==> config.mk <==
export PLATFORM = sky130hd
export DESIGN_NAME = ysyx_25060170_ifu
export DESIGN_NICKNAME = d
export VERILOG_FILES = /design/src/rtl/ysyx_25060170_ifu.sv
export SDC_FILE = /design/constraint.sdc
export NUM_CORES = 1
export LEC_CHECK = 0
export ABC_AREA = 1
export CAP_MARGIN = 20
export CORE_ASPECT_RATIO = 1.75
export CORE_UTILIZATION = 42
export DETAILED_ROUTE_END_ITERATION = 8
export PLACE_DENSITY = 0.77
export SETUP_SLACK_MARGIN = 0.05
export SLEW_MARGIN = 20
export SYNTH_ARGS = -nofsm -noshare
export SYNTH_HDL_FRONTEND = slang
export SYNTH_SLANG_ARGS = --single-unit
==> constraint.sdc <==
create_clock -name clk -period 1.7 [get_ports clk]
set_clock_uncertainty 0.15 [all_clocks]
set_input_delay 0.34 -clock clk [delete_from_list [all_inputs] [get_ports clk]]
set_output_delay 0.34 -clock clk [all_outputs]
set_load 0.1 [all_outputs]
==> src/rtl/ysyx_25060170_ifu.sv <==
// ---------------------------------------------------------------------------
// ysyx_25060170_ifu -- instruction fetch stage
//
// Holds the PC, issues one instruction-memory word fetch at a time and hands
// {inst, pc} to decode over a valid/ready handshake.  A redirect from execute
// replaces the PC and discards whatever fetch result is in flight or held.
//
// Ports
//   clk             in   system clock, all state on rising edge
//   rst             in   asynchronous active-low reset (0 = reset)
//   imem_req_valid  out  fetch request valid
//   imem_req_ready  in   memory accepts the request
//   imem_addr       out  fetch address (word aligned, equals current PC)
//   imem_rsp_valid  in   response valid, one cycle per accepted request
//   imem_rsp_data   in   fetched instruction word
//   redirect_i      in   one-cycle pulse: replace PC with redirect_pc_i
//   redirect_pc_i   in   redirect target, low two bits ignored
//   inst_valid_o    out  inst_o / inst_addr_o valid toward decode
//   inst_ready_i    in   decode accepts the instruction
//   inst_o          out  instruction word toward decode
//   inst_addr_o     out  PC of inst_o
// ---------------------------------------------------------------------------
module ysyx_25060170_ifu #(
  parameter logic [31:0] RESET_PC = 32'h8000_0000,
  parameter int          XLEN     = 32
) (
  input  logic            clk,
  input  logic            rst,
  output logic            imem_req_valid,
  input  logic            imem_req_ready,
  output logic [XLEN-1:0] imem_addr,
  input  logic            imem_rsp_valid,
  input  logic [XLEN-1:0] imem_rsp_data,
  input  logic            redirect_i,
  input  logic [XLEN-1:0] redirect_pc_i,
  output logic            inst_valid_o,
  input  logic            inst_ready_i,
  output logic [XLEN-1:0] inst_o,
  output logic [XLEN-1:0] inst_addr_o
);

  typedef enum logic [1:0] {
    S_IDLE  = 2'd0,
    S_REQ   = 2'd1,
    S_WAIT  = 2'd2,
    S_VALID = 2'd3
  } state_t;

  state_t          r_state;
  logic [XLEN-1:0] r_pc;
  logic            r_kill;        // outstanding response belongs to a squashed PC
  logic            r_req_valid;
  logic            r_inst_valid;
  logic [XLEN-1:0] r_inst;
  logic [XLEN-1:0] r_inst_addr;

  logic [XLEN-1:0] w_redirect_pc;
  logic            w_drop_rsp;

  // Force word alignment of the redirect target.
  assign w_redirect_pc = redirect_pc_i & ~{{(XLEN-2){1'b0}}, 2'b11};

  // A response is thrown away if its fetch was squashed earlier (r_kill) or
  // is being squashed right now.
  assign w_drop_rsp = r_kill | redirect_i;

  always_ff @(posedge clk or negedge rst) begin
    if (!rst) begin
      r_state      <= S_IDLE;
      r_pc         <= RESET_PC;
      r_kill       <= 1'b0;
      r_req_valid  <= 1'b0;
      r_inst_valid <= 1'b0;
      r_inst       <= '0;
      r_inst_addr  <= '0;
    end else begin
      case (r_state)
        S_IDLE: begin
          // Redirects are ignored here; fetching starts from the reset PC.
          r_state     <= S_REQ;
          r_req_valid <= 1'b1;
        end

        S_REQ: begin
          // The address may still change while the request is unaccepted.
          if (redirect_i) begin
            r_pc <= w_redirect_pc;
          end
          if (imem_req_ready) begin
            r_state     <= S_WAIT;
            r_req_valid <= 1'b0;
            // Accepted for the old PC while redirecting: squash its response.
            r_kill      <= redirect_i;
          end
        end

        S_WAIT: begin
          if (redirect_i) begin
            r_pc <= w_redirect_pc;
          end
          if (imem_rsp_valid) begin
            r_kill <= 1'b0;
            if (w_drop_rsp) begin
              // PC already holds the redirect target: refetch from there.
              r_state     <= S_REQ;
              r_req_valid <= 1'b1;
            end else begin
              r_state      <= S_VALID;
              r_inst_valid <= 1'b1;
              r_inst       <= imem_rsp_data;
              r_inst_addr  <= r_pc;
            end
          end else if (redirect_i) begin
            r_kill <= 1'b1;
          end
        end

        S_VALID: begin
          // Redirect beats the sequential pc+4 and discards the held word.
          if (redirect_i) begin
            r_pc         <= w_redirect_pc;
            r_state      <= S_REQ;
            r_inst_valid <= 1'b0;
            r_req_valid  <= 1'b1;
          end else if (inst_ready_i) begin
            r_pc         <= r_pc + {{(XLEN-3){1'b0}}, 3'd4};
            r_state      <= S_REQ;
            r_inst_valid <= 1'b0;
            r_req_valid  <= 1'b1;
          end
        end

        default: begin
          r_state      <= S_IDLE;
          r_kill       <= 1'b0;
          r_req_valid  <= 1'b0;
          r_inst_valid <= 1'b0;
        end
      endcase
    end
  end

  assign imem_req_valid = r_req_valid;
  assign imem_addr      = r_pc;
  assign inst_valid_o   = r_inst_valid;
  assign inst_o         = r_inst;
  assign inst_addr_o    = r_inst_addr;

endmodule

## Word-level counts from Yosys, hierarchy flattened

Cells that the tools add are included.

- Bitwise gates (word level): 2
- Equality and inequality tests: 10
- Reduce and logical (&&, ||, !) cells: 11
- $add $sub $neg: 1
- Multiplexer cells: 25

Operators with widths:

| operator | number |
|---|---|
| $mux 32 | 3 |
| $pmux 32 s2 | 1 |
| $add 32x3->32 const B | 1 |
| $mux 1 | 12 |
| $reduce_and 3->1 | 4 |
| $mux 2 | 5 |
| $ne 2x2->1 const B | 4 |
| $pmux 2 s4 | 1 |
| $reduce_and 4->1 | 2 |
| $ne 3x3->1 const B | 2 |
| $reduce_bool 2->1 | 3 |
| $eq 2x2->1 const B | 2 |
| $pmux 1 s2 | 2 |
| $pmux 1 s4 | 1 |
| $eq 2x1->1 const B | 1 |
| $logic_not 2->1 | 1 |
| $ne 2x1->1 const B | 1 |
| $reduce_or 2->1 | 1 |
| $not 1->1 | 1 |
| $or 1x1->1 | 1 |

- Word-level logic and storage cells: 56
- Input port bits: 70
- Output and inout port bits: 98
- Flip-flop bits (word level): 101

## Logic depth before layout (Yosys ltp)

- Depth in word-level cells: 4
- Mapped depth: 10
- Depth with buffers taken out: 10

## Worst setup path after synthesis

OpenSTA, ideal clock, no wires.

- Path kind: register -> register
- Start point: register r_pc[3], in the netlist imem_addr[3]
- End point: register r_pc[14], in the netlist imem_addr[14]
- Arrival: 2.110 ns
- Buffers on the path: 0
- Cell stages (with the launch flop): 11
- Path slack: -0.673 ns
- Library setup time: 0.113 ns
- Cell sequence: dfrtp_1 -> ha_1 -> nand2_1 -> nor2_2 -> nand2_1 -> nor2_2 -> nand3_1 -> o21ai_0 -> nand2_1 -> nand2_1 -> inv_1

- Longest elaborated chain between the ends: 4

RTL lines:

| element | line | RTL |
|---|---|---|
| start, declared | 50 | `logic [XLEN-1:0] r_pc;` |
| start signal, assigned | 87 | `r_pc <= w_redirect_pc;` |
| start signal, assigned | 99 | `r_pc <= w_redirect_pc;` |
| start signal, assigned | 121 | `r_pc <= w_redirect_pc;` |
| $add 32x3->32 | 126 | `r_pc <= r_pc + {{(XLEN-3){1'b0}}, 3'd4};` |
| $mux 32 | 125 | `end else if (inst_ready_i) begin` |
| $mux 32 | 120 | `if (redirect_i) begin` |
| $pmux 32 s2 | 77 | `case (r_state)` |

No other way between the ends. The select of a mux whose other input is x is not followed.
A chain may end at the register's enable or synchronous reset.

## Worst setup path after layout

- Start point: register r_state[0]
- End point: register r_inst_addr[5], in the netlist inst_addr_o[5]

- Longest elaborated chain between the ends: 2

RTL lines:

| element | line | RTL |
|---|---|---|
| start, declared | 49 | `state_t r_state;` |
| start signal, assigned | 69 | `r_state <= S_IDLE;` |
| start signal, assigned | 80 | `r_state <= S_REQ;` |
| start signal, assigned | 90 | `r_state <= S_WAIT;` |
| $eq 2x2->1 | 77 |  |
| $reduce_and 3->1 (no line) | - |  |
| end signal, assigned | 111 | `r_inst_addr <= r_pc;` |
| end, declared | 55 | `logic [XLEN-1:0] r_inst_addr;` |

No other way between the ends.

==> metrics.md <==
| Metric | Value |
|---|---|
| Outcome | finished, violations left |
| Failing checks | DRC, setup timing |
| Critical Path Fanout Max | 10 |
| Standard-cell row count | 52 |
| Wire length per cell after detailed routing | 21.1 um |
| Number of sinks driven by the clock tree | 97 |
| Max Clock Freq | 510 MHz |
| Register bit total from synthesis | 97 |
| Highest-count cells in the layout ignoring fill and taps | nand2_1, buf_12, dfrtp_1, clkdlybuf4s50_1, nor2_1 |
| Final weighted congestion in routability-driven placement | 0.910 |
| Clock tree buffer depth | 2 |
| Gate family responsible for the most delay along the worst path | buffers and inverters |
| Sort of element at the end of the critical path | flop |
| Number of clock buffers inserted by TritonCTS | 9 |
| Cell with the biggest individual delay on the critical path | dfrtp_1 |
| Die Ht | 147 um |
| Insertion delay of the later-clocked pin in the worst-skew pair | 350 ps |
| Count of endpoints failing hold in the final timing report | 0 |
| Via count | 5479 |
| Hold Path Class | input pin to async pin |
| Type of element launching the critical path | flop |
| DRC Markers | 8 |
| Iter 0 DRT Violations | 532 |
| Largest area contributor in the synthesized netlist | dfrtp_1 |
| Hold WS | 303 ps |
| Netlist cell types | 33 |
| Clock period minus final worst setup slack | 1960 ps |
| Final setup vio count | 97 |
| Initial antenna violation count | 1 |
| Place WS | -450 ps |
| Dpl hpwl | 12.5 mm |
| Worst endpoint required time | 1770 ps |
| Combinational family with the most area after synthesis | simple AND/OR/NAND/NOR gates |
| Proportion of synthesized chip area in sequential cells | 48.3% |
| Core ar. | 11600 um2 |
| CP Cell Sequence | inv_2, ha_4, inv_4, nor3_4, inv_2, nor2_4, buf_12, buf_16, buf_12, nand2_1, o21a_1 |
| Post-synthesis share of cell area spent on full adders, half adders and majority gates | 0.995% |
| Maximum level of the CTS H-tree | 3 |
| Kind of critical path | flop to flop |
| Final net count | 914 |
| Area enclosed by the die boundary | 12400 um2 |
| Final sum of negative setup slack | -15400 ps |
| Basic-gate share of the synthesized area counting and, or, nand and nor cells | 25.2% |
| Wire length reported by the detailed router | 20.7 mm |
| Final worst slack | -262 ps |
| Total overflow reported by the global router | 0 |
| Drt first pass iters | 8 |
| Period utilization | 115% |
| CP Buf/Inv Count | 6 |
| Fin. max-slew vios | 0 |
| Post-synth design cell area | 5030 um2 |
| Post-synthesis async set-or-reset flop share | 100% |
| Commonest non-fill, non-tap cell in the layout | nand2_1 |
| Starting density of the core | 43.2% |
| All-layer global routing usage | 31.5% |
| Number of global-route vias before repair | 5639 |
| First-pass GRT wire length | 29.4 mm |
| Syn Area/Cell | 8.30 um2 |
| Layout area overhead | 93.1% |
| Leading register cell type out of synthesis | dfrtp_1 |
| Fraction of final layout cells with drive strength greater than 1 | 43.1% |
| Setup repair after global routing missed its margin | true |
| Top-level I/O count | 168 |
| Synth warn | 0 |
| DR vias/cell | 5.59 |
| Multiplexer area fraction after synthesis | 8.51% |
| Number of buffer cells added on primary ports | 161 |
| Library cell used as clock root buffer | clkbuf_16 |
| Data arrival time of the critical path | 2040 ps |
| Xor and xnor area share after synthesis | 0.174% |
| CTS tree | yes |
| Number of enable-type register cells in the synthesized netlist | 0 |
| Pin count of the biggest net entering global routing | 32 |
| Stage delay of the slowest cell on the critical path | 390 ps |
| Detail Route Antenna Nets | 0 |
| Area contributors post-synth | dfrtp_1, nand2_1, mux2_2 |
| Die width | 84.7 um |
| Top cell type's share of synthesized area | 47.8% |
| Mapped Cells | 606 |
| Complex-gate fraction of the synthesized area | 9.05% |
| # fillers | 561 |
| Max Cap Violations | 0 |
| Clock transition at the registers of the reported paths | 80 ps |
synthesized netlist by cell type (2+ instances only):
cell type and count:
nor2_4 2, nand4_1 3, dfrtp_1 96, inv_1 50
nand2_1 183, o21ai_0 28, buf_6 8, clkbuf_1 4
inv_2 3, ha_1 4, nand3_1 32, nor2_2 4
mux2_1 4, a21oi_1 15, nor2_1 80, buf_2 6
nand3b_1 2, o21a_1 24, mux2_2 34, a31oi_1 2
buf_4 7, o22ai_1 3, or2_2 2
registers in the layout (all words and copies together) (netlist names):
signal / flops
inst_addr_o: 30
imem_req_valid: 1
inst_valid_o: 1
inst_o: 32
imem_addr: 30
r_state: 2
r_kill: 1
path summary, 6_finish.rpt:
path                                from             end  slack (ps)  cells past startpoint
hold / removal                       rst   imem_addr[18]         300                      2
min in group clk           imem_addr[31]   imem_addr[31]         370                      2
max in group asynchronous            rst   imem_addr[31]         530                      3
setup / recovery              r_state[0]  inst_addr_o[5]        -260                     11
hold reg to reg            imem_addr[31]   imem_addr[31]         370                      2
setup reg to reg              r_state[0]  inst_addr_o[5]        -260                     11
cell type report:
cell class                      count  area (um2)  area share (%)
Antenna cell                        1        2.50          0.0258
Clock buffer                        9         225            2.32
Clock inverter                      7         113            1.16
Inverter                           53         215            2.22
Multi-Input combinational cell    434        2770            28.5
Sequential cell                    97        2530            26.1
Tap cell                          135         169            1.74
Timing Repair Buffer              244        3680            37.9
Timing Repair inverter              1        7.51          0.0773
cells by family (layout without fill, tap and decap cells):
logic type / after synthesis / in the layout
AOI/OAI and AO/OA: 76 / 76
xor gates and xnor gates: 1 / 1
adders and majority gates: 4 / 4
buffers and inverters: 78 / 314
DFF: 97 / 97
muxes: 38 / 38
other: 1 / 5
and+or+nand+nor: 311 / 311
worst register-to-register path, delay by kind of cell (launching register included):
family	cells	cell delay, ps
compound gates	1	150
simple gates	3	350
fa+ha+maj	1	140
buf+inv	6	650
flops	1	390
routing by layer:
layer	track usage, %	up-vias	wire, um	share of wire, %
met5	0	-	0	0
met4	20.1	0	1270	6.1
met3	7.53	102	1360	6.5
met2	57.6	307	11300	54
met1	31.2	2654	6800	33
li1	-	2416	-	-
repair_timing:
| action | in CTS | in global routing |
|---|---|---|
| endpoints found under the hold margin | 19 | 0 |
| setup buffers | 20 | 6 |
| resized for setup | 81 | 93 |
| endpoints found under the setup margin | 105 | 109 |
| cloned | 10 | 4 |
| hold buffers | 1 | 0 |
| pin swaps | 10 | 32 |
through the flow:
stage | util, % | cell area [um2] | cells
2_1_floorplan | - | 5290 | 609
3_3_place_gp | 70.8 | 8240 | 923
3_5_place_dp | 70.8 | 8240 | 923
4_1_cts | 79.8 | 9300 | 970
5_1_grt | 83.4 | 9710 | 981
6_report | 83.4 | 9710 | 981
Power is not shown: default switching activity piles up to over one toggle a cycle in this logic, so the estimate is an artifact.
